### src/rtl/quat_rot_integrator.sv
// Per-frame quaternion rotation integrator: rot[i] <= angvel[i] * rot[i] for every model,
// evaluated term by term on one shared fixed-point multiplier-accumulator.
module quat_rot_integrator #(
  parameter int N_MODELS     = 4,
  parameter int W            = 16,
  parameter bit AUTO_FRAME   = 1'b1,
  parameter int FRAME_CYCLES = 1000,
  parameter int FC_W         = 16,
  localparam int IW          = (N_MODELS > 1) ? $clog2(N_MODELS) : 1
) (
  input  logic            sysclk,
  input  logic            reset,
  input  logic            cfg_we,
  input  logic            cfg_sel,
  input  logic [IW-1:0]   cfg_idx,
  input  logic [4*W-1:0]  cfg_data,
  input  logic            start,
  input  logic [IW-1:0]   rd_idx,
  output logic [4*W-1:0]  rd_rot,
  output logic            busy,
  output logic            update,
  output logic [FC_W-1:0] frame_count,
  output logic            sat_flag,
  output logic            overrun,
  output logic            cfg_err
);

  localparam int AW = 2*W + 2;
  localparam int TW = (FRAME_CYCLES > 1) ? $clog2(FRAME_CYCLES) : 1;
  localparam logic [4*W-1:0]       IDENT = {W'(2**(W-2)), {(3*W){1'b0}}};
  localparam logic signed [AW-1:0] MAX_V = AW'((2**(W-1)) - 1);
  localparam logic signed [AW-1:0] MIN_V = AW'(-(2**(W-1)));
  localparam logic signed [AW-1:0] HALF  = AW'(2**(W-3));

  typedef enum logic [2:0] {IDLE, LOAD, MAC, WRITE, DONE} state_t;

  state_t state_q, state_d;

  logic [4*W-1:0]         rot_q    [N_MODELS];
  logic [4*W-1:0]         angvel_q [N_MODELS];
  logic signed [W-1:0]    a_q   [4];
  logic signed [W-1:0]    b_q   [4];
  logic signed [W-1:0]    res_q [4];
  logic signed [AW-1:0]   acc_q;
  logic [3:0]             k_q;
  logic [IW-1:0]          idx_q;
  logic [TW-1:0]          timer_q;
  logic [FC_W-1:0]        frame_count_q;
  logic                   sat_q, overrun_q, cfg_err_q;

  logic                   tick, tick_ok, last_model, cfg_idx_ok;
  logic [1:0]             t, c, q;
  logic                   neg;
  logic signed [2*W-1:0]  prod;
  logic signed [AW-1:0]   prod_ext, term, sum, rnd, shifted;
  logic                   clamp_hi, clamp_lo;
  logic signed [W-1:0]    comp_val;

  function automatic logic signed [W-1:0] get_comp(input logic [4*W-1:0] qv, input int p);
    return qv[(3-p)*W +: W];
  endfunction

  assign tick       = AUTO_FRAME ? (timer_q == TW'(FRAME_CYCLES-1)) : start;
  assign tick_ok    = tick && ((state_q == IDLE) || (state_q == DONE));
  assign last_model = (idx_q == IW'(N_MODELS-1));
  assign cfg_idx_ok = (int'(cfg_idx) < N_MODELS);

  assign rd_rot      = (int'(rd_idx) < N_MODELS) ? rot_q[rd_idx] : '0;
  assign frame_count = frame_count_q;
  assign sat_flag    = sat_q;
  assign overrun     = overrun_q;
  assign cfg_err     = cfg_err_q;

  // Term t of component c pairs a[t] with b[t^c]; only the sign pattern needs a table.
  assign t = k_q[1:0];
  assign c = k_q[3:2];
  assign q = t ^ c;

  always_comb begin
    neg = 1'b0;
    case ({c, t})
      4'b00_01, 4'b00_10, 4'b00_11: neg = 1'b1;
      4'b01_11:                     neg = 1'b1;
      4'b10_01:                     neg = 1'b1;
      4'b11_10:                     neg = 1'b1;
      default:                      neg = 1'b0;
    endcase
  end

  assign prod     = a_q[t] * b_q[q];
  assign prod_ext = {{2{prod[2*W-1]}}, prod};
  assign term     = neg ? -prod_ext : prod_ext;
  assign sum      = (t == 2'd0) ? term : acc_q + term;
  assign rnd      = sum + HALF;
  assign shifted  = rnd >>> (W-2);
  assign clamp_hi = (shifted > MAX_V);
  assign clamp_lo = (shifted < MIN_V);

  always_comb begin
    comp_val = shifted[W-1:0];
    if (clamp_hi)      comp_val = MAX_V[W-1:0];
    else if (clamp_lo) comp_val = MIN_V[W-1:0];
  end

  always_ff @(posedge sysclk) begin
    if (reset) state_q <= IDLE;
    else       state_q <= state_d;
  end

  always_comb begin
    state_d = state_q;
    busy    = 1'b0;
    update  = 1'b0;
    case (state_q)
      IDLE: if (tick) state_d = LOAD;
      LOAD: begin
        busy    = 1'b1;
        state_d = MAC;
      end
      MAC: begin
        busy = 1'b1;
        if (k_q == 4'd15) state_d = WRITE;
      end
      WRITE: begin
        busy    = 1'b1;
        state_d = last_model ? DONE : LOAD;
      end
      DONE: begin
        update  = 1'b1;
        state_d = tick ? LOAD : IDLE;
      end
      default: state_d = IDLE;
    endcase
  end

  // A config write and an accepted tick may share a cycle; the write lands before LOAD reads.
  always_ff @(posedge sysclk) begin
    if (reset) begin
      for (int m = 0; m < N_MODELS; m++) begin
        rot_q[m]    <= IDENT;
        angvel_q[m] <= IDENT;
      end
      for (int p = 0; p < 4; p++) begin
        a_q[p]   <= '0;
        b_q[p]   <= '0;
        res_q[p] <= '0;
      end
      acc_q         <= '0;
      k_q           <= '0;
      idx_q         <= '0;
      timer_q       <= '0;
      frame_count_q <= '0;
      sat_q         <= 1'b0;
      overrun_q     <= 1'b0;
      cfg_err_q     <= 1'b0;
    end else begin
      timer_q <= (timer_q == TW'(FRAME_CYCLES-1)) ? '0 : timer_q + TW'(1);

      if (tick && busy) overrun_q <= 1'b1;

      if (cfg_we) begin
        if (busy) begin
          cfg_err_q <= 1'b1;
        end else if (cfg_idx_ok) begin
          if (cfg_sel) angvel_q[cfg_idx] <= cfg_data;
          else         rot_q[cfg_idx]    <= cfg_data;
        end
      end

      case (state_q)
        IDLE: if (tick_ok) idx_q <= '0;
        LOAD: begin
          for (int p = 0; p < 4; p++) begin
            a_q[p] <= get_comp(angvel_q[idx_q], p);
            b_q[p] <= get_comp(rot_q[idx_q], p);
          end
          k_q <= '0;
        end
        MAC: begin
          acc_q <= sum;
          k_q   <= k_q + 4'd1;
          if (t == 2'd3) begin
            res_q[c] <= comp_val;
            if (clamp_hi || clamp_lo) sat_q <= 1'b1;
          end
        end
        WRITE: begin
          rot_q[idx_q] <= {res_q[0], res_q[1], res_q[2], res_q[3]};
          if (!last_model) idx_q <= idx_q + IW'(1);
        end
        DONE: begin
          frame_count_q <= frame_count_q + FC_W'(1);
          if (tick_ok) idx_q <= '0;
        end
        default: ;
      endcase
    end
  end

endmodule

### config.mk
export PLATFORM = sky130hd
export DESIGN_NAME = quat_rot_integrator
export DESIGN_NICKNAME = d
export VERILOG_FILES = /design/src/rtl/quat_rot_integrator.sv
export SDC_FILE = /design/constraint.sdc
export NUM_CORES = 2
export LEC_CHECK = 0
export CAP_MARGIN = 20
export CORE_MARGIN = 4
export CORE_UTILIZATION = 50
export DETAILED_ROUTE_END_ITERATION = 8
export PLACE_DENSITY = 0.76
export SLEW_MARGIN = 15
export SYNTH_ARGS = -nofsm -noshare
export SYNTH_HDL_FRONTEND = slang
export SYNTH_SLANG_ARGS = --single-unit
### constraint.sdc
create_clock -name sysclk -period 13.05 [get_ports sysclk]
set_clock_uncertainty 0.2 [all_clocks]
set_input_delay 2.61 -clock sysclk [delete_from_list [all_inputs] [get_ports sysclk]]
set_output_delay 2.61 -clock sysclk [all_outputs]
set_load 0.01 [all_outputs]
; Word-level counts from Yosys, hierarchy flattened
; Memory sizes are Yosys's and may differ from the RTL's. A register that Yosys moved wholly into a read port is not among the register bits.
; Cells that the tools add are included.
[totals]
wordCells = 135
register_bits = 72
mem_bits_rw = 704
out_inout_bits = 85
mem_count = 5
[mem_list]
columns = name, words, width, rd, rd_clocked_by_memory_dff, write_ports, line
row1 = angvel_q, 4, 64, 1, 1, 4, 40  ; logic [4*W-1:0] angvel_q [N_MODELS];
row2 = rot_q, 4, 64, 2, 1, 4, 39  ; logic [4*W-1:0] rot_q [N_MODELS];
row3 = a_q, 4, 16, 1, 1, 4, 41  ; logic signed [W-1:0] a_q [4];
row4 = b_q, 4, 16, 1, 0, 4, 42  ; logic signed [W-1:0] b_q [4];
row5 = res_q, 4, 16, 4, 0, 4, 43  ; logic signed [W-1:0] res_q [4];
[op_classes]
add_sub_neg = 7
magnitude_cmp = 2
n_eq_ne = 18
n_mux = 64
multipliers = 1
bitwise_logic = 9
reduce_logical = 20
[ops]
columns = cell, count
row1 = 64-bit two-way mux, 3
row2 = 64-bit OR reduction, 3
row3 = 16-bit two-way mux, 11
row4 = 34-bit two-way mux, 2
row5 = "34-bit by 15-bit adder with 34-bit output, second input constant", 1
row6 = 34-bit adder, 1
row7 = 32-bit negation with 34-bit output, 1
row8 = 16-bit by 16-bit multiplier with 32-bit output, 1
row9 = 1-bit two-way mux, 30
row10 = 2-bit two-way mux, 12
row11 = "20-bit by 16-bit greater-than comparator with 1-bit output, second input constant", 1
row12 = "20-bit by 16-bit < comparator with 1-bit output, second input constant", 1
row13 = "16-bit by 1-bit adder with 16-bit output, second input constant", 1
row14 = 16-bit OR reduction, 1
row15 = 3-bit one-hot mux with 5 select lines, 1
row16 = "4-bit equality test, second input constant", 3
row17 = "10-bit by 1-bit adder with 10-bit output, second input constant", 1
row18 = "10-bit equality test, second input constant", 1
row19 = 3-bit two-way mux, 3
row20 = "4-bit by 2-bit equality test with 1-bit output, second input constant", 2
row21 = 1-bit bitwise OR, 8
row22 = 4-bit one-hot mux with 2 select lines, 1
row23 = "3-bit by 2-bit equality test with 1-bit output, second input constant", 2
row24 = "2-bit inequality test, second input constant", 3
row25 = other kinds (20), 27

; Depth between registers and ports, before layout
; An unclocked memory read counts as a cell.
[depth]
word_depth = 12
depth_mapped = 48
ltp_nobuf = 43

; Least setup slack after synthesis
; OpenSTA, ideal clock, no wires.
[synth_timing]
path_kind = reg-to-reg
from = reg (tool-made name)
to = mem res_q[3][8] (data pin)
slack_ps = 1430
required_time_ps = 12584
n_path_buf = 5
stages_incl_launch_ff = 41
arrival_time_ps = 11154
cell_sequence = dfxtp_1 > clkbuf_1 > buf_1 > clkbuf_1 > mux2_2 > o21ai_1 > nor2_1 > fa_1 > inv_1 > fa_1 > fa_1 > fa_1 > inv_1 > fa_1 > inv_1 > fa_1 > inv_1 > ha_1 > [... 5 more ...] > and3_1 > a2111oi_1 > nand4_1 > nand2_1 > xnor2_1 > ha_1 > a2111o_1 > a221oi_1 > nand2_1 > a31oi_1 > o21ai_0 > xor2_1 > mux2i_1 > o31a_1 > nor2_2 > o21ai_1 > buf_2 > o21ai_0
[synth_lines]
columns = item, line
row1 = to (decl), 43

==> impl_metrics.tcl <==
set metrics [dict create \
    grt_pass1_vias 32600 \
    ys_warn_count 0 \
    synthTopCellsByCount "704 x edfxtp_1, 427 x nor2_1, 397 x inv_1" \
    path_class "flip-flop to flip-flop" \
    ctsRootBufferMaster "clkbuf_16" \
    async_reset_ff_share_pct 0 \
    setup-violations-final 0 \
    synth-edff-count 704 \
    synth_largest_area_cell "edfxtp_1" \
    cp_max_fo 15 \
    final_nets 4609 \
    seqPwrFrac_pct 29.6 \
    switchingPower_mw 3.88 \
    synth-simple-area-share_pct 14.2 \
    yosysMostFrequentCell "edfxtp_1" \
    total_power_mw 9.66 \
    drt_iter0_drc 3796 \
    power.density_nw_per_um2 179 \
    cp_slowest_cell "mux4_1" \
    ys_ff_latch 780 \
    synth_top_family_by_area "simple AND/OR/NAND/NOR gates" \
    grt_antenna_before_repair 11 \
    die_area_um2 101000 \
    fillers 7506 \
    netSwitchingFraction_pct 40.2 \
    die_x_um 318 \
    max_clock_freq_ghz 0.0808 \
    ys_top_cells_by_area "edfxtp_1 44%, fa_1 11%, mux4_2 9.1%, and2_1 3.9%, nor2_1 3.3%" \
    synth_xor_area_share_pct 2.30 \
    finalCritPeriodShare_pct 94.8 \
    status "complete, no violations" \
    ant_nets 0 \
    clock_path_buffers 3 \
    cts_tree "done" \
    clk_latency_ps 680 \
    overflow 0 \
    synth_fa_ha_area_share_pct 14.2 \
    critPathMostFrequentCell "fa_1" \
    cp.arrival_ps 12510 \
    die_h_um 318 \
    cp-startpoint "k_q[2]" \
    rr_startpoint "k_q[2]" \
    drive_gt1_share_pct 12.2 \
    grt_usage_pct 26.4 \
    syn_inst 4010 \
    synthMuxAreaShare_pct 10.4 \
    postLayoutCellArea_um2 54000 \
    postCtsHoldBufs 0 \
    vias_per_cell 5.95 \
    cp-end-kind "flip-flop" \
    hold_path_class "flip-flop to flip-flop" \
    cts_buffers 81 \
    wire_per_inst_um 24.4 \
    port_buffers 156 \
    top_level_ports 158 \
    critPathLaunchType "flip-flop" \
    coreArea_um2 95200 \
    place_congestion 0.965 \
    hpwl_mm 92.9 \
    synth_top_area_share_pct 44.0 \
    synth_cell_types 90 \
    power.leakage_nw 20.8 \
    rows 113 \
    yosysSeqAreaShare_pct 47.2 \
    relSlewSlack_pct 19.5 \
    first_pass_iters 6 \
    syn-num-nets 4471 \
    cts_sinks 780 \
    hold_viol_final 0 \
    initial_core_util_pct 50.4 \
    avgSynthCellArea_um2 12.0 \
    peakVddDrop_mv 0.144 \
    p_comb_share_pct 46.9 \
    synth_compound_area_share_pct 6.76 \
    grt_max_degree 88 \
    drc 0 \
    synth_top_flop_cell "edfxtp_1" \
    clkPwrFrac_pct 23.5 \
    multi_input_area_um2 23200 \
    placed_cell_area_um2 51200 \
    p_int_mw 5.78 \
    syn_area_um2 48000 \
    register_area_um2 22700 \
    drv_slew 0 \
    utilization_pct 56.8 \
    clkTransAtPathRegs_ps 70 \
    area_delta_synth_final_pct 12.5 \
    fin_tns_setup_ps 0 \
    pre_cts_slack_ps 507 \
    vias 32600 \
    drv_cap 0 \
    worstMarginPinSlew_ps 1200 \
    min-delay-start "timer_q[0]" \
    cts_max_level 3 \
    setup_slack_ps 681 \
    required_ps 13190 \
    rsz0062_at_grt "false" \
    grt_pass1_wl_mm 203 \
    routed_wl_mm 134 \
    post-route-min-period_ps 12370 \
    slowest_delay_ps 800 \
]
==> routing by layer <==
metal	global-route usage [%]	part of all wire, %	up-vias	wire [µm]
li1	-	-	14300	-
met1	34.6	37	16300	49200
met2	42.5	47	1739	63200
met3	5.12	10	316	13900
met4	13.0	5.6	6	7510
met5	0	0.022	-	29
==> metrics by stage <==
stage	hold WS, ps	cells
3_5_place_dp	238	5317
2_1_floorplan	213	4010
4_1_cts	248	5463
5_1_grt	286	5477
6_report	247	5481
3_3_place_gp	225	5317
==> cells in the final DEF (no fill, tap or decap), drive strengths merged, types with 81 or more instances in the layout <==
cell,instances
edfxtp,704
nor2,429
inv,402
and2,297
nand2,276
fa,263
mux4,201
clkdlybuf4s50,153
nor2b,149
o21ai,143
ha,125
buf,115
clkbuf,102
a21oi,92
xnor2,81
==> cells by family after synthesis <==
logic type                 after synthesis
AOI/OAI and AO/OA                      500
xor gates and xnor gates               123
adders and majority gates              388
buffers and inverters                  611
DFF                                    780
muxes                                  245
and+or+nand+nor                       1363
==> power by group through the flow <==
stage          combinational, mW  clock, mW  sequential (mW)
6_report                    4.53       2.27             2.86
5_1_grt                     4.89       2.39             2.86
4_1_cts                     4.41       2.28             2.86
3_5_place_dp                4.35          0             2.91
3_3_place_gp                4.32          0             2.90
2_1_floorplan               3.02          0             2.90
==> critical path: cells and delay by family (launching register included) <==
| family | cells | cell delay (ps) |
|---|---|---|
| and+or+nand+nor | 10 | 2220 |
| AOI/OAI and AO/OA | 12 | 3070 |
| muxes | 1 | 800 |
| adders and majority gates | 8 | 3710 |
| DFF | 1 | 450 |
| buffers and inverters | 6 | 650 |
| xor gates and xnor gates | 3 | 930 |
==> path summary, 6_finish.rpt <==
check                                    to  slack, ps  cells after the start
worst max-delay path            res_q[2][6]        680                     40
worst min-delay path             timer_q[0]        250                      1
worst max register to register  res_q[2][6]        680                     40
worst min register to register   timer_q[0]        250                      1
==> area by class of cell <==
| cell class | instances | share of cell area, % |
|---|---|---|
| antenna | 5 | 0.0232 |
| clock buffer | 102 | 3.98 |
| clock inverter | 44 | 0.753 |
| inverter | 397 | 2.76 |
| multi-input combinational | 2620 | 43.0 |
| sequential | 780 | 42.0 |
| tap | 1265 | 2.93 |
| timing repair buffer | 268 | 4.55 |
==> sequential cells by signal, indices dropped and copies added, names as in the netlist, named ones only <==
register	flops
a_q	64
acc_q	34
angvel_q	256
b_q	64
cfg_err	1
frame_count	16
idx_q	2
k_q	4
overrun	1
res_q	64
rot_q	256
sat_flag	1
state_q	3
timer_q	10
==> repair_timing <==
action | CTS | global route
setup buffers | 0 | 10
setup endpoints to repair | 0 | 64
gates resized for setup | 0 | 17
Power figures use the tool's default switching activity.
